**config.mk**
```make
export PLATFORM = sky130hd
export DESIGN_NAME = pc_ctrl
export DESIGN_NICKNAME = d
export VERILOG_FILES = /design/src/rtl/pc_pkg.sv /design/src/rtl/irq_prio_enc.sv /design/src/rtl/pc_ctrl.sv
export SDC_FILE = /design/constraint.sdc
export NUM_CORES = 1
export LEC_CHECK = 0
export ABC_AREA = 1
export CAP_MARGIN = 10
export CORE_MARGIN = 4
export CORE_UTILIZATION = 62
export DETAILED_ROUTE_END_ITERATION = 10
export DONT_BUFFER_PORTS = 1
export GPL_ROUTABILITY_DRIVEN = 0
export PLACE_DENSITY = 0.9
export SYNTH_ARGS = -nofsm -noshare
export SYNTH_HDL_FRONTEND = slang
export SYNTH_SLANG_ARGS = --single-unit
```
**constraint.sdc**
```tcl
create_clock -name i_clk -period 2.36 [get_ports i_clk]
set_clock_uncertainty 0.1 [all_clocks]
set_input_delay 0.708 -clock i_clk [delete_from_list [all_inputs] [get_ports i_clk]]
set_output_delay 0.708 -clock i_clk [all_outputs]
set_load 0.02 [all_outputs]
```
**src/rtl/pc_pkg.sv**
```systemverilog
// pc_pkg: shared definitions for the program-counter controller.
//   pc_state_e : controller state (normal execution or inside an interrupt handler)
//   INSN_BYTES : byte size of one instruction, used for the sequential increment
//   MAX_IRQ    : largest supported interrupt line count
//   vec_addr() : handler vector address of line k (caller truncates to XLEN)
package pc_pkg;

    typedef enum logic [0:0] {
        StRun     = 1'b0,
        StHandler = 1'b1
    } pc_state_e;

    localparam int unsigned INSN_BYTES = 4;
    localparam int unsigned MAX_IRQ    = 16;

    // Computed at 64 bits so any XLEN up to 64 gets a correctly wrapped result after truncation.
    function automatic logic [63:0] vec_addr(input logic [63:0] base,
                                             input logic [63:0] stride,
                                             input int unsigned k);
        return base + stride * 64'(k);
    endfunction

endpackage

```
**src/rtl/irq_prio_enc.sv**
```systemverilog
// irq_prio_enc: lowest-index-first priority encoder for pending interrupt lines.
//   i_req    : request vector (NUM_IRQ bits)
//   o_valid  : at least one request bit is set
//   o_idx    : index of the lowest set request bit (0 when none)
//   o_onehot : one-hot mask of the lowest set request bit (0 when none)
module irq_prio_enc #(
    parameter int unsigned NUM_IRQ = 4,
    parameter int unsigned IDX_W   = (NUM_IRQ > 1) ? $clog2(NUM_IRQ) : 1
) (
    input  logic [NUM_IRQ-1:0] i_req,
    output logic               o_valid,
    output logic [IDX_W-1:0]   o_idx,
    output logic [NUM_IRQ-1:0] o_onehot
);

    assign o_valid = |i_req;

    // Two's-complement trick isolates the lowest set bit.
    assign o_onehot = i_req & (~i_req + NUM_IRQ'(1));

    // Scan from the top down so the lowest set index is the last one written.
    always_comb begin
        o_idx = '0;
        for (int i = int'(NUM_IRQ) - 1; i >= 0; i--) begin
            if (i_req[i]) begin
                o_idx = IDX_W'(i);
            end
        end
    end

endmodule

```
**src/rtl/pc_ctrl.sv**
```systemverilog
// pc_ctrl: program-counter controller with multi-line vectored interrupts.
//   i_clk         : clock, all state updates on the rising edge
//   i_rst         : synchronous active-low reset
//   i_stall       : hold pc/epc/state this cycle (interrupts still latch)
//   i_redirect    : taken branch/jump this cycle, target on i_redirect_pc
//   i_irq         : interrupt request lines, latched into a sticky pending register
//   i_mret        : return from handler (only honoured while in a handler)
//   o_pc          : current fetch address
//   o_epc         : saved return address
//   o_in_handler  : controller is executing an interrupt handler
//   o_irq_ack     : one-cycle one-hot pulse naming the line just taken
module pc_ctrl
    import pc_pkg::*;
#(
    parameter int unsigned     XLEN         = 32,
    parameter logic [XLEN-1:0] RESET_VECTOR = '0,
    parameter logic [XLEN-1:0] INT_BASE     = XLEN'(32'h1C09_0000),
    parameter logic [XLEN-1:0] VEC_STRIDE   = XLEN'(32'h10),
    parameter int unsigned     NUM_IRQ      = 4
) (
    input  logic               i_clk,
    input  logic               i_rst,
    input  logic               i_stall,
    input  logic               i_redirect,
    input  logic [XLEN-1:0]    i_redirect_pc,
    input  logic [NUM_IRQ-1:0] i_irq,
    input  logic               i_mret,
    output logic [XLEN-1:0]    o_pc,
    output logic [XLEN-1:0]    o_epc,
    output logic               o_in_handler,
    output logic [NUM_IRQ-1:0] o_irq_ack
);

    localparam int unsigned IDX_W = (NUM_IRQ > 1) ? $clog2(NUM_IRQ) : 1;

    if (NUM_IRQ == 0 || NUM_IRQ > MAX_IRQ) begin : g_bad_num_irq
        $fatal(1, "pc_ctrl: NUM_IRQ must be within 1..16");
    end

    logic [XLEN-1:0]    r_pc;
    logic [XLEN-1:0]    r_epc;
    pc_state_e          r_state;
    logic [NUM_IRQ-1:0] r_pending;
    logic [NUM_IRQ-1:0] r_irq_ack;

    logic [XLEN-1:0]    w_pc_next;
    logic [XLEN-1:0]    w_epc_next;
    pc_state_e          w_state_next;
    logic [NUM_IRQ-1:0] w_pending_next;
    logic [NUM_IRQ-1:0] w_irq_ack_next;

    logic [XLEN-1:0]    w_seq;
    logic [XLEN-1:0]    w_vec;
    logic               w_valid;
    logic [IDX_W-1:0]   w_idx;
    logic [NUM_IRQ-1:0] w_onehot;
    logic               w_take;
    logic               w_ret;

    irq_prio_enc #(
        .NUM_IRQ (NUM_IRQ),
        .IDX_W   (IDX_W)
    ) u_prio_enc (
        .i_req    (r_pending),
        .o_valid  (w_valid),
        .o_idx    (w_idx),
        .o_onehot (w_onehot)
    );

    assign w_seq = i_redirect ? i_redirect_pc : r_pc + XLEN'(INSN_BYTES);
    assign w_vec = XLEN'(vec_addr(64'(INT_BASE), 64'(VEC_STRIDE), 32'(w_idx)));

    // Takes are decided on the registered pending set, so a line raised at edge N
    // is taken no earlier than edge N+1.
    assign w_take = (r_state == StRun) && !i_stall && w_valid;
    assign w_ret  = (r_state == StHandler) && i_mret && !i_stall;

    // Clearing the taken line wins over a same-edge request on that line.
    assign w_pending_next = (r_pending | i_irq) & ~(w_take ? w_onehot : '0);

    always_comb begin
        w_pc_next      = r_pc;
        w_epc_next     = r_epc;
        w_state_next   = r_state;
        w_irq_ack_next = '0;
        if (!i_stall) begin
            if (w_take) begin
                w_pc_next      = w_vec;
                w_epc_next     = w_seq;
                w_state_next   = StHandler;
                w_irq_ack_next = w_onehot;
            end else if (w_ret) begin
                w_pc_next    = r_epc;
                w_state_next = StRun;
            end else begin
                w_pc_next = w_seq;
            end
        end
    end

    always_ff @(posedge i_clk) begin
        if (!i_rst) begin
            r_pc      <= RESET_VECTOR;
            r_epc     <= '0;
            r_state   <= StRun;
            r_pending <= '0;
            r_irq_ack <= '0;
        end else begin
            r_pc      <= w_pc_next;
            r_epc     <= w_epc_next;
            r_state   <= w_state_next;
            r_pending <= w_pending_next;
            r_irq_ack <= w_irq_ack_next;
        end
    end

    assign o_pc         = r_pc;
    assign o_epc        = r_epc;
    assign o_in_handler = (r_state == StHandler);
    assign o_irq_ack    = r_irq_ack;

endmodule

```
# Word-level counts from Yosys, hierarchy flattened
# Cells that the tools add are included.
[totals] elab_cells=36 in_bits=41 output_inout_bits=69 regBits=73
[classes] n_mux=10 bitwise_logic=8 n_reduce_logical=10 add_sub_neg=3
[op_table] cell="$mux 32" n=3
[op_table] cell="$add 32x3->32 const B" n=1
[op_table] cell="$add 29x6->30 const A" n=1
[op_table] cell="$and 4x4->4" n=2
[op_table] cell="$mux 2" n=4
[op_table] cell="$not 4->4" n=2
[op_table] cell="$add 4x1->4 const B" n=1
[op_table] cell="$logic_and 1x1->1" n=4
[op_table] cell="$mux 4" n=1
[op_table] cell="$or 4x4->4" n=1
[op_table] cell="$reduce_and 2->1" n=2
[op_table] cell="$reduce_or 4->1" n=1
[op_table] cell="$not 1->1" n=3
[op_table] cell="$mux 1" n=2
[op_table] cell="$reduce_bool 2->1" n=1
[op_table] cell="$reduce_or 2->1" n=1
[op_table] cell="$logic_not 1->1" n=1

# Longest topological paths before layout
[depth] word_depth=6 ltp_mapped=12 depth_no_buf=12

# By module
# A second synthesis with hierarchy kept.
[hier_totals] hier_cells=678 area_unflattened_um2=4435.5
[by_module_without_submodules] module="pc_ctrl" cells_per_inst=663 area_each_um2=4370.4 n_inst=1
[by_module_without_submodules] module="irq_prio_enc" cells_per_inst=15 area_each_um2=65.1 n_inst=1

# Least setup slack after synthesis
# No wires, ideal clock.
[synth_path] path_type="input to register" from="input i_stall" to="register r_epc[28], in the netlist o_epc[28]" path_buffers=3 path_stages=9 required_ns=2.151 arrival_time_ns=1.691 slack_ns=0.460 path_cell_list="buf_2 nor2_1 nand2_2 inv_2 buf_2 buf_2 nand2_1 nand2_1 inv_1"
[synth_via] elab_chain_cells=4 elab_cells_between_ends=5 classes_between="bitwise: 1; reduce/logical: 4"
[synth_rtl] item="start: declaration" line_no="pc_ctrl.sv:23" source="input logic i_stall,"
[synth_rtl] item="$logic_not 1->1"
[synth_rtl] item="$logic_and 1x1->1 (2 in a row)" line_no="pc_ctrl.sv:75" source="assign w_take = (r_state == StRun) && !i_stall && w_valid;"
[synth_rtl] item="$reduce_and 2->1 (no source line) *"
[synth_rtl] item="end signal: assignment" line_no="pc_ctrl.sv:110" source="r_epc <= w_epc_next;"
[synth_rtl] item="end: declaration" line_no="pc_ctrl.sv:41" source="logic [XLEN-1:0] r_epc;"
# Mark *: on every way between the ends. The rest lies on a longest branch, timed or not.
# A chain may end at the register's enable or synchronous reset.

# Worst setup path after layout
[layout_path] from="register r_pc[25], in the netlist o_pc[25]" to="register r_epc[27], in the netlist o_epc[27]"
[layout_via] elab_chain_cells=2
[layout_rtl] item="start: declaration" line_no="pc_ctrl.sv:40" source="logic [XLEN-1:0] r_pc;"
[layout_rtl] item="start signal: assignment" line_no="pc_ctrl.sv:109" source="r_pc <= w_pc_next;"
[layout_rtl] item="$add 32x3->32" line_no="pc_ctrl.sv:70" source="assign w_seq = i_redirect ? i_redirect_pc : r_pc + XLEN'(INSN_BYTES);"
[layout_rtl] item="$mux 32" line_no="pc_ctrl.sv:70"
# No other way between the ends.

==> flow_summary.rst <==
.. list-table::
   :header-rows: 1

   * - Metric
     - Value
   * - Nets@finish
     - 722
   * - CTS max path bufs
     - 2
   * - Final setup slack of the worst path
     - 0.3690 ns
   * - Period minus WS final
     - ~2 ns
   * - GRT Overall Usage
     - 31.30%
   * - Critical path's largest stage delay
     - roughly 0.58 ns
   * - Cts bufs inserted
     - 9
   * - Vertical extent of the die
     - 90.69 um
   * - Cts repair resizes
     - 0
   * - Cells along the critical path
     - nand2_1 > nor2_1 > nand2_1 > nor2_1 > nand2_1 > nand2_1 > nand2_1 > nand2_1 > nand2_1 > o21ai_0 > inv_1
   * - Pre-antenna DRT Iters
     - 7
   * - Arrival time at the worst endpoint
     - 2.13 ns
   * - Total wire length
     - 12850 um
   * - Number of synthesized register bits
     - 73
   * - Post-Layout Inst Area
     - 4606 sq um
   * - Layout-stage area growth over the synthesis result
     - 8.648%
   * - Worst-case vdd ir drop
     - 0.0004586 V
   * - Share of async-settable or async-resettable flops after synthesis
     - 0%
   * - Initial standard-cell utilization of the core
     - 65.27%
   * - Global route overflow
     - 0
   * - CTS clk-pin slew, worst paths
     - 0.08 ns
   * - Overall die width
     - 90.69 um
   * - Area after detailed placement
     - 4414 sq um
   * - Crit share post-route
     - between 80 and 90%
   * - Count of antenna-violating nets left after detailed routing
     - 0
   * - Number of antenna violations at the first check in global routing
     - 0
   * - Number of DRC violations after detailed routing
     - 0
   * - Fmax achieved
     - 502.3 MHz
   * - Unrepaired setup endpoints after global routing
     - false
   * - Worst endpoint required time
     - 2.50 ns
   * - Yosys top cell area share
     - ~34%
   * - Endpoint class of the critical path
     - flip-flop
   * - Place WS
     - 0.4279 ns
   * - Max Cap Viol
     - 0
   * - Sequential-to-total area share from yosys stat
     - 34.47%
   * - Mean routed wirelength per cell
     - approximately 17 um
   * - Maximum number of pins on one net before global-route repair
     - 32
   * - Wire length of the first global-routing pass
     - ~21000 um
   * - Share of post-route cells with drive strength above 1
     - 10.66%
   * - Sum of net half-perimeters after detailed placement
     - 9202 um
   * - Buffer count from post-CTS setup fixing
     - 0
   * - Count of input and output buffers
     - 0
   * - Total vias in the final route
     - around 4600
   * - Clock tree from TritonCTS
     - built
   * - Average instance area after synthesis
     - ~6.3 sq um
   * - Die area
     - 8224 sq um
   * - Number of hold violations in the final report
     - 0
   * - Row count
     - 29
   * - Top cells by instance count after synthesis
     - nand2_1, inv_1, nor2_1
   * - Run status
     - complete, no violations
   * - Slowest-stage cell, CP
     - dfxtp_1
   * - Vias in the first global route
     - approximately 4400
   * - H-tree level count
     - 3
   * - Synthesized instance count
     - 673
   * - Leading area contributor after synthesis
     - dfxtp_1
   * - Count of flip-flops with a built-in enable after synthesis
     - 0
   * - Clock sink total
     - 73
   * - Leakage Power
     - 2.103 nW
   * - Crit path max-delay family
     - simple AND/OR/NAND/NOR gates
   * - Worst Tran Pin Value
     - around 0.44 ns
   * - Warnings, synthesis
     - 0
   * - Mapped Nets
     - 715
   * - Accumulated negative setup slack
     - 0 ns
   * - Maximum net fanout on the critical path
     - 5
   * - Ratio of routed vias to standard cells
     - 6.083
   * - Clock root cell
     - clkbuf_8
   * - Launching element type of the critical path
     - flip-flop
   * - Most used DFF post-synth
     - dfxtp_1
   * - Cell with the most instances after synthesis
     - nand2_1
   * - Antenna cell count
     - 0
   * - Number of distinct standard cells referenced by the synthesized netlist
     - 37
   * - Clock Latency Late Sink
     - between 0.3 and 0.4 ns
   * - Final Max Tran Viols
     - 0
   * - Crit Path Category
     - reg -> reg
   * - Max-slew headroom
     - a little over two thirds
   * - Buffers plus inverters on the worst setup path
     - 1
   * - Biggest area contributors in the synthesized netlist
     - dfxtp_1, nand2_1, inv_1
   * - Cell area power density
     - 651.0 nW/um^2
   * - Number of endpoints failing setup at the final stage
     - 0
   * - Path category of the worst min-delay check
     - in -> reg
   * - Iteration-0 DRC Markers
     - 511
   * - Ports
     - 110
   * - Core ar.
     - 6495 sq um
   * - Total standard cell area after synthesis
     - 4239 sq um
   * - Cts hold-fix bufs
     - 0
   * - Most common cell on crit path
     - nand2_1
[area by class of cell]
| type | instances | area, sq um |
|---|---|---|
| Timing Repair Buffer | 27 | 215.2 |
| Inverter | 83 | 311.5 |
| Clock buffer | 13 | 168.9 |
| Sequential cell | 73 | 1461 |
| Tap cell | 77 | 96.34 |
| Multi-Input combinational cell | 486 | 2330 |
| Clock inverter | 3 | 22.52 |
| Fill cell | 518 | 1889 |
[cell families (layout without fill, tap and decap cells)]
| group | count (synthesis) | in the layout | synth area share, % |
|---|---|---|---|
| mux | 1 | 1 | 0.2361 |
| flops | 73 | 73 | 34.47 |
| fa+ha+maj | 1 | 1 | 0.2951 |
| compound gates | 139 | 139 | 18.60 |
| buf+inv | 114 | 126 | 10.57 |
| xor+xnor | 3 | 3 | 0.6199 |
| simple gates | 342 | 342 | 35.21 |
[flip-flops by register name, indices dropped and copies added (netlist names)]
signal	count
o_epc	32
o_in_handler	1
o_irq_ack	4
o_pc	32
r_pending	4
[power by group]
group          internal [mW]  switching, mW
Clock                  0.473          0.488
Sequential              1.33          0.211
Combinational          0.181          0.313
Total                   1.99           1.01
[final timing paths]
path | cells after the start | end | start | slack, ns
hold reg to reg | 1 | r_pending[2] | r_pending[2] | 0.42
setup / recovery | 11 | o_epc[27] | o_pc[25] | 0.37
setup reg to reg | 11 | o_epc[27] | o_pc[25] | 0.37
hold / removal | 2 | o_epc[19] | i_rst | 0.37
[per-layer routing]
| metal | share of wire [%] | global-route usage (%) |
|---|---|---|
| met3 | 12 | 9.000 |
| met2 | 47 | 51.14 |
| met4 | 3.3 | 13.39 |
| met5 | 0 | 0 |
| met1 | 38 | 38.29 |
[placed cells by master, fill, tap and decap left out, types with 3 or more instances in the layout]
cell	count
clkbuf_8	12
o21ai_0	41
nor2_4	3
buf_4	26
nand2_2	6
dfxtp_1	73
or2_2	3
o211ai_1	22
nor2_1	75
a21oi_2	3
nand3_1	54
nand4_1	3
nand2_1	179
o21bai_1	7
a21oi_1	57
nor2_2	7
inv_1	81
o21ai_1	5
nand3_2	4
[through the flow]
| step | power [mW] | util (%) | hold slack, ns | instances |
|---|---|---|---|---|
| 2_1_floorplan | 1.913 | - | 0.3625 | 673 |
| 3_3_place_gp | 2.029 | 67.96 | 0.3794 | 746 |
| 3_5_place_dp | 2.051 | 67.96 | 0.3969 | 746 |
| 4_1_cts | 2.993 | 70.91 | 0.3527 | 762 |
| 5_1_grt | 3.134 | 70.91 | 0.3606 | 762 |
| 6_report | 2.999 | 70.91 | 0.3656 | 762 |
(Power assumes the default switching activity.)
